[src/rtl/rtc_pkg.sv]
// -----------------------------------------------------------------------------
// rtc_pkg
// Shared definitions for the RTC register poller: FSM state encoding, the
// default RTC device address on the I2C bus, and the clock-halt bit position
// inside register 0.
// No ports (package).
// -----------------------------------------------------------------------------
package rtc_pkg;

    typedef enum logic [2:0] {
        POLL_WAIT = 3'd0,
        RD_ISSUE  = 3'd1,
        RD_WAIT   = 3'd2,
        PUBLISH   = 3'd3,
        SET_ISSUE = 3'd4,
        SET_WAIT  = 3'd5
    } state_t;

    // 7-bit I2C device address of the RTC as strapped on the board.
    localparam logic [6:0] RTC_DEV_ADDR = 7'b1101000;

    // Clock-halt flag lives in the seconds register; it is not a BCD digit.
    localparam int CH_BIT_POS = 7;

endpackage

[src/rtl/rtc_done_sync.sv]
// -----------------------------------------------------------------------------
// rtc_done_sync
// Delays the IIC_COR completion level through two flops and turns its rising
// edge into a single-cycle completion event.
// Ports:
//   clk        in   system clock
//   rst        in   asynchronous, active-high reset
//   i_done     in   completion level from IIC_COR
//   o_done_evt out  one-cycle pulse on a rising edge of the delayed level
// -----------------------------------------------------------------------------
module rtc_done_sync (
    input  logic clk,
    input  logic rst,
    input  logic i_done,
    output logic o_done_evt
);

    logic r_done_d1;
    logic r_done_d2;
    logic r_done_d2_q;

    always_ff @(posedge clk or posedge rst) begin
        if (rst) begin
            r_done_d1   <= 1'b0;
            r_done_d2   <= 1'b0;
            r_done_d2_q <= 1'b0;
        end else begin
            r_done_d1   <= i_done;
            r_done_d2   <= r_done_d1;
            r_done_d2_q <= r_done_d2;
        end
    end

    assign o_done_evt = r_done_d2 & ~r_done_d2_q;

endmodule

[src/rtl/rtc_reg_poller.sv]
// -----------------------------------------------------------------------------
// rtc_reg_poller
// Periodically reads NUM_REGS consecutive RTC registers through the IIC_COR
// handshake and publishes them atomically; also performs host-requested
// time-set burst writes followed by an immediate readback. Each transaction
// is guarded by a timeout that raises a sticky error.
// Optional build macro: RTC_BCD_CHECK_EN -- rejects non-BCD register sets at
// publish time and adds the bcd_err output.
// Ports:
//   clk, rst              system clock, async active-high reset
//   set_req, set_data     pulse to write set_data (reg k at [k*DATA_W +: DATA_W])
//   set_busy              high while a set burst is pending or in progress
//   time_out, time_valid  last published register set and its update pulse
//   timeout_err, err_clr  sticky transaction-timeout flag and its clear
//   i2c_*                 IIC_COR request/response handshake
//   bcd_err               (RTC_BCD_CHECK_EN only) publish rejected, one cycle
//
// state     | meaning
// POLL_WAIT | idle, counting down the poll interval; pending set has priority
// RD_ISSUE  | present read address and pulse i2c_re_en
// RD_WAIT   | wait for completion, capture read data into the shadow buffer
// PUBLISH   | copy shadow buffer to time_out, pulse time_valid
// SET_ISSUE | present write address/data and pulse i2c_wr_en
// SET_WAIT  | wait for write completion, then next write or readback sweep
// -----------------------------------------------------------------------------
module rtc_reg_poller
    import rtc_pkg::*;
#(
    parameter int NUM_REGS    = 3,
    parameter int ADDR_W      = 13,
    parameter int DATA_W      = 8,
    parameter int START_ADDR  = 0,
    parameter int POLL_CYC    = 100000,
    parameter int TIMEOUT_CYC = 1000000
) (
    input  logic                       clk,
    input  logic                       rst,
    input  logic                       set_req,
    input  logic [NUM_REGS*DATA_W-1:0] set_data,
    output logic                       set_busy,
    output logic [NUM_REGS*DATA_W-1:0] time_out,
    output logic                       time_valid,
    output logic                       timeout_err,
    input  logic                       err_clr,
    output logic [ADDR_W-1:0]          i2c_addr,
    output logic                       i2c_wr_en,
    output logic                       i2c_re_en,
    output logic [DATA_W-1:0]          i2c_wdata,
    input  logic [DATA_W-1:0]          i2c_rdata,
    input  logic                       i2c_done
`ifdef RTC_BCD_CHECK_EN
    ,
    output logic                       bcd_err
`endif
);

    localparam int IDX_W = (NUM_REGS > 1) ? $clog2(NUM_REGS) : 1;
    localparam int TMR_W = $clog2(POLL_CYC + 1);
    localparam int TO_W  = $clog2(TIMEOUT_CYC + 1);

    localparam logic [IDX_W-1:0] LAST_IDX    = IDX_W'(NUM_REGS - 1);
    localparam logic [TMR_W-1:0] POLL_RELOAD = TMR_W'(POLL_CYC - 1);
    localparam logic [TO_W-1:0]  TO_LIMIT    = TO_W'(TIMEOUT_CYC);

    state_t                     r_state;
    logic [IDX_W-1:0]           r_idx;
    logic [TMR_W-1:0]           r_timer;
    logic [TO_W-1:0]            r_to_cnt;
    logic [DATA_W-1:0]          r_shadow   [NUM_REGS];
    logic [DATA_W-1:0]          r_set_data [NUM_REGS];
    logic                       r_set_busy;
    logic [NUM_REGS*DATA_W-1:0] r_time_out;
    logic                       r_time_valid;
    logic                       r_err;
    logic [ADDR_W-1:0]          r_addr;
    logic [DATA_W-1:0]          r_wdata;
    logic                       r_wr_en;
    logic                       r_re_en;
    logic                       w_done_evt;
    logic [ADDR_W-1:0]          w_addr;

    rtc_done_sync u_done_sync (
        .clk        (clk),
        .rst        (rst),
        .i_done     (i2c_done),
        .o_done_evt (w_done_evt)
    );

    // Wraps modulo 2^ADDR_W by construction.
    assign w_addr = ADDR_W'(START_ADDR) + ADDR_W'(r_idx);

`ifdef RTC_BCD_CHECK_EN
    logic              r_bcd_err;
    logic              w_bcd_ok;
    logic [DATA_W-1:0] w_reg;

    always_comb begin
        w_bcd_ok = 1'b1;
        w_reg    = '0;
        for (int k = 0; k < NUM_REGS; k++) begin
            w_reg = r_shadow[k];
            if (k == 0)
                w_reg[CH_BIT_POS] = 1'b0;
            for (int n = 0; n < DATA_W / 4; n++)
                if (w_reg[n*4 +: 4] > 4'd9)
                    w_bcd_ok = 1'b0;
        end
    end

    assign bcd_err = r_bcd_err;
`endif

    always_ff @(posedge clk or posedge rst) begin
        if (rst) begin
            r_state      <= POLL_WAIT;
            r_idx        <= '0;
            r_timer      <= '0;
            r_to_cnt     <= '0;
            r_set_busy   <= 1'b0;
            r_time_out   <= '0;
            r_time_valid <= 1'b0;
            r_err        <= 1'b0;
            r_addr       <= '0;
            r_wdata      <= '0;
            r_wr_en      <= 1'b0;
            r_re_en      <= 1'b0;
            for (int k = 0; k < NUM_REGS; k++) begin
                r_shadow[k]   <= '0;
                r_set_data[k] <= '0;
            end
`ifdef RTC_BCD_CHECK_EN
            r_bcd_err    <= 1'b0;
`endif
        end else begin
            r_wr_en      <= 1'b0;
            r_re_en      <= 1'b0;
            r_time_valid <= 1'b0;
`ifdef RTC_BCD_CHECK_EN
            r_bcd_err    <= 1'b0;
`endif
            // A timeout later in this block overrides the clear.
            if (err_clr)
                r_err <= 1'b0;

            case (r_state)
                POLL_WAIT: begin
                    if (r_timer != '0)
                        r_timer <= r_timer - TMR_W'(1);
                    if (r_set_busy) begin
                        r_idx   <= '0;
                        r_state <= SET_ISSUE;
                    end else if (r_timer == '0) begin
                        r_idx   <= '0;
                        r_state <= RD_ISSUE;
                    end
                end
                RD_ISSUE: begin
                    r_addr   <= w_addr;
                    r_re_en  <= 1'b1;
                    r_to_cnt <= '0;
                    r_state  <= RD_WAIT;
                end
                RD_WAIT: begin
                    if (w_done_evt) begin
                        r_shadow[r_idx] <= i2c_rdata;
                        if (r_idx == LAST_IDX) begin
                            r_state <= PUBLISH;
                        end else begin
                            r_idx   <= r_idx + IDX_W'(1);
                            r_state <= RD_ISSUE;
                        end
                    end else if (r_to_cnt == TO_LIMIT) begin
                        r_err      <= 1'b1;
                        r_set_busy <= 1'b0;
                        r_timer    <= POLL_RELOAD;
                        r_state    <= POLL_WAIT;
                    end else begin
                        r_to_cnt <= r_to_cnt + TO_W'(1);
                    end
                end
                PUBLISH: begin
`ifdef RTC_BCD_CHECK_EN
                    if (w_bcd_ok) begin
                        for (int k = 0; k < NUM_REGS; k++)
                            r_time_out[k*DATA_W +: DATA_W] <= r_shadow[k];
                        r_time_valid <= 1'b1;
                    end else begin
                        r_bcd_err <= 1'b1;
                    end
`else
                    for (int k = 0; k < NUM_REGS; k++)
                        r_time_out[k*DATA_W +: DATA_W] <= r_shadow[k];
                    r_time_valid <= 1'b1;
`endif
                    r_timer <= POLL_RELOAD;
                    r_state <= POLL_WAIT;
                end
                SET_ISSUE: begin
                    r_addr   <= w_addr;
                    r_wdata  <= r_set_data[r_idx];
                    r_wr_en  <= 1'b1;
                    r_to_cnt <= '0;
                    r_state  <= SET_WAIT;
                end
                SET_WAIT: begin
                    if (w_done_evt) begin
                        if (r_idx == LAST_IDX) begin
                            r_set_busy <= 1'b0;
                            r_idx      <= '0;
                            r_state    <= RD_ISSUE;
                        end else begin
                            r_idx   <= r_idx + IDX_W'(1);
                            r_state <= SET_ISSUE;
                        end
                    end else if (r_to_cnt == TO_LIMIT) begin
                        r_err      <= 1'b1;
                        r_set_busy <= 1'b0;
                        r_timer    <= POLL_RELOAD;
                        r_state    <= POLL_WAIT;
                    end else begin
                        r_to_cnt <= r_to_cnt + TO_W'(1);
                    end
                end
                default: r_state <= POLL_WAIT;
            endcase

            // Placed last so a request accepted in the same cycle as an abort
            // is not lost.
            if (set_req && !r_set_busy) begin
                r_set_busy <= 1'b1;
                for (int k = 0; k < NUM_REGS; k++)
                    r_set_data[k] <= set_data[k*DATA_W +: DATA_W];
            end
        end
    end

    assign set_busy    = r_set_busy;
    assign time_out    = r_time_out;
    assign time_valid  = r_time_valid;
    assign timeout_err = r_err;
    assign i2c_addr    = r_addr;
    assign i2c_wdata   = r_wdata;
    assign i2c_wr_en   = r_wr_en;
    assign i2c_re_en   = r_re_en;

endmodule

[config.mk]
export PLATFORM = sky130hd
export DESIGN_NAME = rtc_reg_poller
export DESIGN_NICKNAME = d
export VERILOG_FILES = /design/src/rtl/rtc_pkg.sv /design/src/rtl/rtc_done_sync.sv /design/src/rtl/rtc_reg_poller.sv
export SDC_FILE = /design/constraint.sdc
export NUM_CORES = 1
export LEC_CHECK = 0
export ABC_AREA = 1
export CORE_ASPECT_RATIO = 0.6
export CORE_MARGIN = 3
export CORE_UTILIZATION = 50
export CTS_CLUSTER_SIZE = 12
export DETAILED_ROUTE_END_ITERATION = 16
export GPL_TIMING_DRIVEN = 0
export PLACE_DENSITY = 0.76
export SYNTH_ARGS = -nofsm -noshare
export SYNTH_HDL_FRONTEND = slang
export SYNTH_SLANG_ARGS = --single-unit
[constraint.sdc]
create_clock -name clk -period 3.92 [get_ports clk]
set_input_delay 0.588 -clock clk [delete_from_list [all_inputs] [get_ports clk]]
set_output_delay 0.588 -clock clk [all_outputs]
set_load 0.01 [all_outputs]
Word level (Yosys, flattened, before mapping)
Cells that the tools add are included.
{"block": "word_totals", "regBits": 132, "latchBits": 0, "ram_bits": 0, "mem_bits_ro": 0, "output_inout_bits": 50, "wordCells": 104, "memories": 0}
{"block": "op_classes", "n_addsub": 3, "multipliers": 0, "div": 0, "n_lt_le_gt_ge": 2, "n_eq_ne": 17, "n_shift": 0, "muxes": 41, "n_bitwise": 3, "reduce_logical": 17}
{"op": "$mux W17", "n": 3}
{"op": "$pmux W17 S3", "n": 1}
{"op": "$mux W20", "n": 2}
{"op": "$pmux W20 S2", "n": 1}
{"op": "$bwmux W24", "n": 1}
{"op": "$mux W8", "n": 3}
{"op": "$add A20 B1 Y20 const B", "n": 1}
{"op": "$eq A20 B20 Y1 const B", "n": 1}
{"op": "$mux W3", "n": 6}
{"op": "$logic_not A17 Y1", "n": 1}
{"op": "$reduce_bool A17 Y1", "n": 1}
{"op": "$sub A17 B1 Y17 const B", "n": 1}
{"op": "$bmux W8 S2", "n": 1}
{"op": "$demux W8 S2", "n": 1}
{"op": "$pmux W3 S5", "n": 1}
{"op": "$mux W2", "n": 7}
{"op": "$mux W1", "n": 12}
{"op": "$reduce_bool A3 Y1", "n": 3}
{"op": "$ne A2 B2 Y1 const B", "n": 4}
{"op": "$eq A3 B2 Y1 const B", "n": 2}
{"op": "$eq A3 B3 Y1 const B", "n": 2}
{"op": "$ne A2 B1 Y1 const B", "n": 3}
{"op": "$ne A3 B3 Y1 const B", "n": 2}
{"op": "$pmux W2 S3", "n": 1}
{"op": "19 further kinds", "n": 22}

Longest topological paths before layout
{"block": "logic_depth", "ltp_word": 6, "depth_mapped": 12, "mapped_depth_nobuf": 11}

Hierarchy
A second synthesis with hierarchy kept.
{"block": "hier_totals", "cells_unflattened": 780, "area_unflattened_um2": 6441.2}
{"mod": "rtc_reg_poller", "n_inst": 1, "cells_per_inst": 774, "area_per_inst_um2": 6352.3}
{"mod": "rtc_done_sync", "n_inst": 1, "cells_per_inst": 6, "area_per_inst_um2": 88.8}

Worst setup path after synthesis
OpenSTA, ideal clock, no wires.
{"block": "synth_path", "kind": "register to register", "from": "register r_to_cnt[0]", "to": "register r_to_cnt[10]", "arrival_ns": 1.414, "setup_slack_ns": 2.390, "stages_incl_launch_ff": 10, "path_buffers": 0, "cell_sequence": "dfrtp_1 ha_1 inv_1 nor2_1 nand2_1 nor2_1 xor2_1 nor2_1 nand2_1 nand2_1"}
{"block": "synth_via", "elab_chain_len": 4, "word_cells_on_any_way": 7, "classes_between": "add/sub: 1; eq/ne: 2; mux: 3; reduce/logical: 1"}
{"item": "from (decl)", "line_no": "rtc_reg_poller.sv:68", "rtl": "logic [TO_W-1:0] r_to_cnt;"}
{"item": "from (signal assigned)", "line_no": "rtc_reg_poller.sv:178", "rtl": "r_to_cnt <= r_to_cnt + TO_W'(1);"}
{"item": "from (signal assigned)", "line_no": "rtc_reg_poller.sv:221", "rtl": "r_to_cnt <= r_to_cnt + TO_W'(1);"}
{"item": "$add A20 B1 Y20", "line_no": "rtc_reg_poller.sv:178, rtc_reg_poller.sv:221"}
{"item": "$mux W20", "line_no": "rtc_reg_poller.sv:172, rtc_reg_poller.sv:215"}
{"item": "$mux W20", "line_no": "rtc_reg_poller.sv:206", "rtl": "if (w_done_evt) begin"}
{"item": "$pmux W20 S2", "line_no": "rtc_reg_poller.sv:145", "rtl": "case (r_state)"}
Parallel ways exist; a longest one is shown, timed or not. The select of a mux whose other input is x is not followed.
A chain may end at the register's enable or synchronous reset.

Final worst setup path
{"block": "layout_path", "from": "register r_idx[0]", "to": "register r_shadow[4] (netlist bit)"}
{"block": "layout_via", "elab_chain_len": 6, "word_cells_on_any_way": 7, "classes_between": "order compare: 2; mux: 3; bitwise: 1; reduce/logical: 1"}
{"item": "from (decl)", "line_no": "rtc_reg_poller.sv:66", "rtl": "logic [IDX_W-1:0] r_idx;"}
{"item": "from (signal assigned)", "line_no": "rtc_reg_poller.sv:169", "rtl": "r_idx <= r_idx + IDX_W'(1);"}
{"item": "from (signal assigned)", "line_no": "rtc_reg_poller.sv:212", "rtl": "r_idx <= r_idx + IDX_W'(1);"}
{"item": "$not A2 Y3 (not written as such) *", "line_no": "rtc_reg_poller.sv:165", "rtl": "r_shadow[r_idx] <= i2c_rdata;"}
{"item": "$ge A3 B3 Y1 (not written as such) or $lt A3 B1 Y1 (tied branches)", "line_no": "rtc_reg_poller.sv:165"}
{"item": "$logic_and A1 B1 Y1 (not written as such)", "line_no": "rtc_reg_poller.sv:165"}
{"item": "$mux W8 (not written as such)", "line_no": "rtc_reg_poller.sv:165"}
{"item": "$demux W8 S2 *", "line_no": "rtc_reg_poller.sv:165"}
{"item": "$bwmux W24 *", "line_no": "rtc_reg_poller.sv:165"}
{"item": "to (signal, indexed assignment)", "line_no": "rtc_reg_poller.sv:165"}
{"item": "to (decl)", "line_no": "rtc_reg_poller.sv:69", "rtl": "logic [DATA_W-1:0] r_shadow [NUM_REGS];"}
Every way passes the cells marked *; elsewhere a longest branch is shown, timed or not.

==> metrics.csv <==
metric,value,unit
ys_types,34,
syn2layout_area_growth,24.8,%
peakVddDrop,0.428,mV
numClockSinks,132,
grt_pass1_vias,5329,
worstSetupPathType,flop to flop,
cp.depth,5,
hold_depth,0,
gr-total-overflow,0,
gp_congestion,0.937,
ios,87,
p_leak,3.90,nW
postCtsHoldBufs,0,
drv_slew,0,
vias,5484,
critPathMaxStageDelay,0.42,ns
final_common_cell,nand2_1,
grt_first_pass_wirelength,27.1,mm
drc,0,
hold_path_startpoint,u_done_sync.r_done_d1$_DFF_PP0_,
rows,31,
synth_cells,796,
highest_layer,met4,
synth-edff-count,0,
hold_viol,0,
powerDensity,777,nW/um^2
ys_seq_area_share,50.8,%
final_cell_mix,"273 x nand2_1, 132 x dfrtp_1, 105 x nor2_1",
outcome,"finished, final reports clean",
die_y,94.3,um
cp-start-kind,flop,
met2_length,6.71,mm
finClkSkew,0.0103,ns
hpwl,11.1,mm
rr_endpoint,r_shadow[4]$_DFFE_PP0P_,
period_share,54.7,%
fin_crit,2.14,ns
cts_root_buffer,clkbuf_16,
grt_use_total,23.4,%
grt_setup_unrepaired,no,
path_cells,clkinv_1 > ha_1 > nand2_1 > clkbuf_1 > o21ai_0,
postRouteAntennaNets,0,
cts_setup_buffers,0,
final-setup-viol-count,0,
crit_family,buffers and inverters,
ys.flop_type,dfrtp_1,
coreArea,12400,um^2
slew_headroom,62.0,%
cts_resized,0,
pre_cts_slack,1.76,ns
fin_nets,948,
cts_tree,yes,
dr.pass1.iters,5,
r2r_start,r_idx[0]$_DFFE_PP0P_,
htreeDepth,4,
start_util,52.5,%
rrSetupSlack,1.78,ns
maxCapViolations,0,
holdPathEnd,u_done_sync.r_done_d2$_DFF_PP0_,
routed_via_density,5.08,
end_kind,flop,
syn_avg_cell_area,8.16,um^2
numCtsBuffers,17,
arrival,2.40,ns
critPathSlowestCell,clkbuf_1,
clk_latency,0.41,ns
worstMarginPinSlew,0.566,ns
hold_class,flop to flop,
clkTransAtPathRegs,0.06,ns
grt_max_degree,44,
syn-cell-area,6500,um^2
whs,0.358,ns
timing.final.ws_setup,1.78,ns
wl_met3,1.21,mm
critical_path_required,4.18,ns
antenna_cells,0,
worst-r2r-cell-count,5,
final_area,8110,um^2
routed_wl,16.0,mm
tns,0,ns
m1WireLength,7.93,mm
antenna_found_initial,0,
placed_cell_area,7560,um^2
synthArstFlopShare,100,%
ys_seq_elements,132,
cts_buffer_depth,2,
place.port_buffers,75,
die_x,153,um
avgRoutedWirePerCell,14.8,um
fmax,466,MHz
die_area,14400,um^2
drive_above_1_share,12.1,%
drtIter0Drc,471,
critPathBufInv,2,
yosys_warnings,0,
cp_max_fo,11,
[routing by layer]
| layer | vias to the layer above | GRT usage [%] |
|---|---|---|
| li1 | 2716 | - |
| met1 | 2551 | 35.2 |
| met2 | 202 | 34.1 |
| met3 | 15 | 6.26 |
| met4 | 0 | 5.34 |
| met5 | - | 0 |
[how the worst max path moves through the flow]
stage                    startpoint                 endpoint  slack [ns]
2_1_floorplan                   rst  i2c_addr[0]$_DFFE_PP0N_        1.69
3_3_place_gp                    rst  time_out[7]$_DFFE_PP0P_        0.50
3_5_place_dp   r_idx[0]$_DFFE_PP0P_  r_shadow[4]$_DFFE_PP0P_        1.76
4_1_cts        r_idx[0]$_DFFE_PP0P_  r_shadow[4]$_DFFE_PP0P_        1.72
5_1_grt        r_idx[0]$_DFFE_PP0P_  r_shadow[4]$_DFFE_PP0P_        1.58
6_report       r_idx[0]$_DFFE_PP0P_  r_shadow[4]$_DFFE_PP0P_        1.78
[kinds of logic after synthesis]
group                      Yosys count  share of synthesized area [%]
and+or+nand+nor                    444                           28.2
AOI/OAI and AO/OA                   82                           6.55
other                                1                         0.0577
buffers and inverters               91                           6.80
xor gates and xnor gates            14                           1.89
DFF                                132                           50.8
muxes                               24                           4.16
adders and majority gates            8                           1.54
[layout make-up]
type,instances,area (um^2)
clock buffers,18,429
flip-flops and latches,132,3300
fillers,995,4260
inverters,60,229
multi-input cells,583,2790
repair buffers,78,811
well taps,165,206
clock inverters,13,125
plain buffers,31,216
[state kept, by name (all words and copies together) (netlist names)]
| signal | count |
|---|---|
| r_set_data | 24 |
| r_shadow | 24 |
| time_out | 24 |
| r_to_cnt | 20 |
| r_timer | 17 |
| i2c_wdata | 8 |
| r_state | 3 |
| i2c_addr | 2 |
| r_idx | 2 |
| i2c_re_en | 1 |
| i2c_wr_en | 1 |
| set_busy | 1 |
| time_valid | 1 |
| timeout_err | 1 |
| u_done_sync.r_done_d1 | 1 |
| u_done_sync.r_done_d2 | 1 |
| u_done_sync.r_done_d2_q | 1 |
[per-stage QoR]
step	utilization, %	instances	power, mW
2_1_floorplan	-	806	3.83
5_1_grt	65.5	1080	6.77
3_3_place_gp	60.6	1046	4.66
4_1_cts	65.5	1080	6.31
3_5_place_dp	61.1	1049	4.74
6_report	65.5	1080	6.30
[synthesized netlist by cell type (2+ instances only)]
cell,instances,area [um^2]
nand2_1,273,1020
dfrtp_1,132,3300
nor2_1,105,394
inv_1,53,199
o21ai_0,47,235
nand3_1,30,150
mux2_2,24,270
a21oi_1,21,105
buf_4,13,97.6
xor2_1,12,105
ha_1,8,100
o21ai_1,8,40.0
clkbuf_1,7,26.3
nand4_1,7,43.8
nor2_2,7,43.8
buf_6,6,67.6
inv_2,6,22.5
buf_2,5,25.0
nand2_2,4,25.0
or2_2,4,25.0
nand3b_1,3,22.5
nor3_1,3,15.0
nand2_4,2,22.5
nand3_2,2,20.0
nor3_2,2,20.0
o21bai_1,2,15.0
o22ai_1,2,12.5
xnor2_1,2,17.5
[report_power, final]
part           total (mW)  switching [mW]  internal [mW]
Combinational        2.52            1.42           1.10
Clock                1.50           0.625          0.878
Sequential           2.27           0.381           1.89
Total                6.30            2.43           3.87
[worst register-to-register path: cells and delay by family (launching register included)]
family | cells | cell delay [ns]
compound gates | 1 | 0.18
fa+ha+maj | 1 | 0.35
flops | 1 | 0.41
buf+inv | 2 | 0.75
simple gates | 1 | 0.31
Power figures use the tool's default switching activity.
